<file path="src/rtl/uart_pkg.sv">
// Shared UART definitions used by both the receiver and the transmitter.
package uart_pkg;

  typedef enum logic [2:0] {
    IDLE,
    START,
    DATA,
    PARITY,
    STOP,
    BREAK
  } state_t;

  localparam logic START_BIT = 1'b0;
  localparam logic STOP_BIT  = 1'b1;
  localparam logic IDLE_BIT  = 1'b1;
  localparam int   DATA_BITS = 8;

endpackage

</file>
<file path="src/rtl/sync_2ff.sv">
// Two-flop synchronizer for a single asynchronous input, with a selectable reset level.
module sync_2ff #(
  parameter logic RESET_VAL = 1'b0
) (
  input  logic clk,
  input  logic reset,
  input  logic i_d,
  output logic o_q
);

  logic r_meta;
  logic r_sync;

  always_ff @(posedge clk) begin
    if (reset) begin
      r_meta <= RESET_VAL;
      r_sync <= RESET_VAL;
    end else begin
      r_meta <= i_d;
      r_sync <= r_meta;
    end
  end

  assign o_q = r_sync;

endmodule

</file>
<file path="src/rtl/uart_rx.sv">
// 8N1 UART receiver with start-bit validation and framing-error detection.
// Define UART_RX_PARITY_EN to receive 8E1 frames and report parity errors.
module uart_rx
  import uart_pkg::*;
#(
  parameter int CLKS_PER_BIT = 4,
  parameter int DATA_BITS    = 8
) (
  input  logic       clk,
  input  logic       reset,
  input  logic       rx,
  output logic [7:0] data,
  output logic       valid,
  output logic       frame_err,
  output logic       parity_err,
  output logic       busy
);

  localparam int HALF = CLKS_PER_BIT / 2;
  localparam int CW   = $clog2(CLKS_PER_BIT);
  localparam logic [CW-1:0] CNT_LAST = CW'(CLKS_PER_BIT - 1);
  localparam logic [CW-1:0] CNT_HALF = CW'(HALF - 1);
  localparam logic [2:0]    IDX_LAST = 3'(DATA_BITS - 1);

  logic                 w_rx_s;
  state_t               r_state;
  logic [CW-1:0]        r_cnt;
  logic [2:0]           r_bit_idx;
  logic [DATA_BITS-1:0] r_shift;
  logic [DATA_BITS-1:0] r_data;
  logic                 r_valid;
  logic                 r_frame_err;
`ifdef UART_RX_PARITY_EN
  logic                 r_par;
  logic                 r_parity_err;
`endif

  sync_2ff #(.RESET_VAL(IDLE_BIT)) u_sync (
    .clk   (clk),
    .reset (reset),
    .i_d   (rx),
    .o_q   (w_rx_s)
  );

  always_ff @(posedge clk) begin
    if (reset) begin
      r_state     <= IDLE;
      r_cnt       <= '0;
      r_bit_idx   <= '0;
      r_shift     <= '0;
      r_data      <= '0;
      r_valid     <= 1'b0;
      r_frame_err <= 1'b0;
`ifdef UART_RX_PARITY_EN
      r_par        <= 1'b0;
      r_parity_err <= 1'b0;
`endif
    end else begin
      r_valid     <= 1'b0;
      r_frame_err <= 1'b0;
`ifdef UART_RX_PARITY_EN
      r_parity_err <= 1'b0;
`endif
      case (r_state)
        IDLE: begin
          if (w_rx_s == START_BIT) begin
            r_state <= START;
            r_cnt   <= '0;
          end
        end
        START: begin
          // Re-check the line mid start bit; a short low glitch drops back silently.
          if (r_cnt == CNT_HALF) begin
            r_cnt <= '0;
            if (w_rx_s == START_BIT) begin
              r_state   <= DATA;
              r_bit_idx <= '0;
            end else begin
              r_state <= IDLE;
            end
          end else begin
            r_cnt <= r_cnt + 1'b1;
          end
        end
        DATA: begin
          if (r_cnt == CNT_LAST) begin
            r_shift[r_bit_idx] <= w_rx_s;
            r_cnt              <= '0;
            if (r_bit_idx == IDX_LAST) begin
`ifdef UART_RX_PARITY_EN
              r_state <= PARITY;
`else
              r_state <= STOP;
`endif
            end else begin
              r_bit_idx <= r_bit_idx + 1'b1;
            end
          end else begin
            r_cnt <= r_cnt + 1'b1;
          end
        end
`ifdef UART_RX_PARITY_EN
        PARITY: begin
          if (r_cnt == CNT_LAST) begin
            r_par   <= w_rx_s;
            r_cnt   <= '0;
            r_state <= STOP;
          end else begin
            r_cnt <= r_cnt + 1'b1;
          end
        end
`endif
        STOP: begin
          // Leave at mid stop bit so the next start edge is caught with no gap.
          if (r_cnt == CNT_LAST) begin
            r_cnt <= '0;
            if (w_rx_s == STOP_BIT) begin
              r_state <= IDLE;
`ifdef UART_RX_PARITY_EN
              if (^{r_shift, r_par}) begin
                r_parity_err <= 1'b1;
              end else begin
                r_data  <= r_shift;
                r_valid <= 1'b1;
              end
`else
              r_data  <= r_shift;
              r_valid <= 1'b1;
`endif
            end else begin
              r_frame_err <= 1'b1;
              r_state     <= BREAK;
            end
          end else begin
            r_cnt <= r_cnt + 1'b1;
          end
        end
        BREAK: begin
          if (w_rx_s == IDLE_BIT) begin
            r_state <= IDLE;
          end
        end
        default: r_state <= IDLE;
      endcase
    end
  end

  assign data      = r_data;
  assign valid     = r_valid;
  assign frame_err = r_frame_err;
  assign busy      = (r_state != IDLE);
`ifdef UART_RX_PARITY_EN
  assign parity_err = r_parity_err;
`else
  assign parity_err = 1'b0;
`endif

endmodule
</file>
<file path="config.mk">
export PLATFORM = sky130hd
export DESIGN_NAME = uart_rx
export DESIGN_NICKNAME = d
export VERILOG_FILES = /design/src/rtl/uart_pkg.sv /design/src/rtl/sync_2ff.sv /design/src/rtl/uart_rx.sv
export SDC_FILE = /design/constraint.sdc
export NUM_CORES = 1
export LEC_CHECK = 0
export ABC_AREA = 1
export BUFFER_PORTS_ARGS = -buffer_cell sky130_fd_sc_hd__buf_2
export CAP_MARGIN = 25
export CORE_ASPECT_RATIO = 0.9
export CORE_MARGIN = 5
export CORE_UTILIZATION = 51
export DETAILED_ROUTE_END_ITERATION = 7
export PLACE_DENSITY_LB_ADDON = 0.1
export SYNTH_ARGS = -nofsm -noshare
export SYNTH_HDL_FRONTEND = slang
export SYNTH_SLANG_ARGS = --single-unit
</file>
<file path="constraint.sdc">
create_clock -name clk -period 1.3 [get_ports clk]
set_input_delay 0.13 -clock clk [delete_from_list [all_inputs] [get_ports clk]]
set_output_delay 0.13 -clock clk [all_outputs]
set_load 0.01 [all_outputs]
</file>
==> impl_metrics.tcl <==
set metrics [dict create \
    ant_nets 0 \
    synth-edff-count 0 \
    layout_min_cycle_time_ns 1.29 \
    critPathKind "reg -> reg" \
    synthTopCellsByCount "nor2_1, nand2_1, dfxtp_1" \
    drt_wl_total_mm 3.05 \
    vdd_drop_max_v 0.00117 \
    endpoint_kind "flop" \
    row_count 18 \
    yosysSeqAreaShare 0.399 \
    finClkSkew_ns 0.00496 \
    track_usage 0.161 \
    io_pins 15 \
    rsz0062_at_grt "yes" \
    synthArstFlopShare 0 \
    p_leak_nw 0.773 \
    hold_class "in -> reg" \
    finalWeightedCongestion 0.900 \
    vias_per_cell 5.11 \
    status "finished, final reports clean" \
    fmax_mhz 777 \
    drv_slew 0 \
    initial_core_util 0.519 \
    grt_first_pass_wirelength_mm 4.91 \
    max_cap_viol_count 0 \
    grt_overflow_total 0 \
    cts_max_path_buffers 2 \
    synth_top_area_frac 0.399 \
    insertion_delay_ns 0.33 \
    cts_buffers 3 \
    wire_per_inst_um 12.0 \
    ff2ff_path_depth 6 \
    crit_fanout 5 \
    cp.arrival_ns 1.52 \
    final_nets 234 \
    critPathLaunchType "flop" \
    required_ns 1.53 \
    synth_fa_ha_area_frac 0.0446 \
    drive_gt1_frac 0.384 \
    fin_cells 254 \
    floorplan.core_area_um2 2700 \
    synth_compound_area_frac 0.112 \
    h-tree-depth 1 \
    post-route-period-util 0.990 \
    final_hold_viol_count 0 \
    yosysUniqueCellTypes 25 \
    avgSynthCellArea_um2 7.09 \
    dpl.cell_count 250 \
    ys_top_cells_by_area "dfxtp_1, nor2_1, nand2_1" \
    die_w_um 65.3 \
    synth_ff_type "dfxtp_1" \
    power_density_nw_per_um2 1790 \
    synth_nets 206 \
    synth_xor_area_frac 0 \
    synth_seq_cells 28 \
    synth_top_family_by_area "simple AND/OR/NAND/NOR gates" \
    fin_util 0.673 \
    drc 0 \
    vias 1298 \
    fp.dieH_um 59.8 \
    synth_cells 198 \
    cts_setup_buffers 0 \
    dp_hpwl_mm 2.12 \
    grt_max_degree 18 \
    firstDrtPassIters 4 \
    io_buffers 13 \
    dieArea_um2 3900 \
    setup_viol 0 \
    drt-initial-drc-count 102 \
    holdPathStages 2 \
    ys.warnings.count 0 \
    synth-simple-area-share 0.346 \
    grt_pass1_vias 1146 \
    antenna_found_initial 0 \
    cts_num_sinks 28 \
    n_antenna_cell 0 \
    synthMuxAreaShare 0 \
    cts_tree "yes" \
    syn-cell-area_um2 1400 \
    cts.clk_slew.worst_paths_ns 0.14 \
    fin_hold_ws_ns 0.0552 \
    syn2layout_area_growth_pct 29.5 \
    clockRootBuffer "clkbuf_4" \
    synth_most_common_cell "nor2_1" \
    yosysTopAreaCell "dfxtp_1" \
]
critical path, cell delays in order, from the launching register on:
cell and delay [ns]:
dfxtp_4 0.39, ha_4 0.16, inv_2 0.08, nor2_2 0.15
nand2_2 0.11, nor3_1 0.22, nor2_1 0.08
stage by stage:
step                      area, µm²  TNS [ns]  power (mW)  setup WS [ns]
after CTS                      1670         0        2.97        0.00425
after global routing           1820    -0.292        3.50        -0.0649
final                          1820         0        3.25         0.0128
after global placement         1610   -0.0890        2.50        -0.0232
after floorplan                1410         0        2.09        0.00504
after detailed placement       1610    -0.566        2.55        -0.0745
flip-flops by register name, indices dropped and copies added, names as in the netlist:
name,cells
r_cnt,2
valid,1
frame_err,1
u_sync.o_q,1
r_state,3
u_sync.r_meta,1
r_shift,8
r_bit_idx,3
data,8
per-layer routing:
layer,vias to the layer above,track usage,wire (µm)
li1,683,-,-
met1,595,0.206,1420
met5,-,0,0
met4,0,0.0503,19
met3,2,0.0489,114
met2,18,0.263,1490
power breakdown:
group,switching [mW],internal (mW)
Combinational,1.01,0.741
Sequential,0.159,0.976
Clock,0.247,0.109
Total,1.42,1.83
layout make-up:
type | instances | area [µm²]
Fill cell | 235 | 885
Tap cell | 30 | 37.5
Multi-Input combinational cell | 139 | 860
Clock buffer | 3 | 22.5
Timing Repair Buffer | 30 | 228
Sequential cell | 28 | 574
Inverter | 24 | 96.3
layout by cell type, fill, tap and decap left out, drive strengths merged, types with 2 or more instances in the layout:
master / n
nand4: 3
nor2: 42
o21ai: 15
dfxtp: 28
nor3: 6
clkbuf: 3
ha: 5
inv: 23
a21oi: 15
nand3: 13
buf: 29
nand2: 36
or2: 2
kinds of logic after synthesis:
logic type | Yosys count
buffers and inverters | 31
other | 1
and+or+nand+nor | 102
DFF | 28
adders and majority gates | 5
AOI/OAI and AO/OA | 31
timing repair:
action / CTS / global route
gates resized for setup: 13 / 34
hold buffers: 1 / 0
setup endpoints to repair: 13 / 22
endpoints found under the hold margin: 1 / 0
pin swaps: 2 / 12
path summary, 6_finish.rpt:
kind | from | end | slack (ns)
worst min register to register | u_sync.r_meta$_SDFF_PP1_ | u_sync.o_q$_SDFF_PP1_ | 0.43
worst max register to register | r_cnt[0]$_SDFFE_PP0P_ | r_shift[5]$_SDFFE_PP0P_ | 0.01
worst max-delay path | r_cnt[0]$_SDFFE_PP0P_ | r_shift[5]$_SDFFE_PP0P_ | 0.01
worst min-delay path | reset | r_shift[2]$_SDFFE_PP0P_ | 0.06
Note: power is estimated with default switching activity, not from simulation.
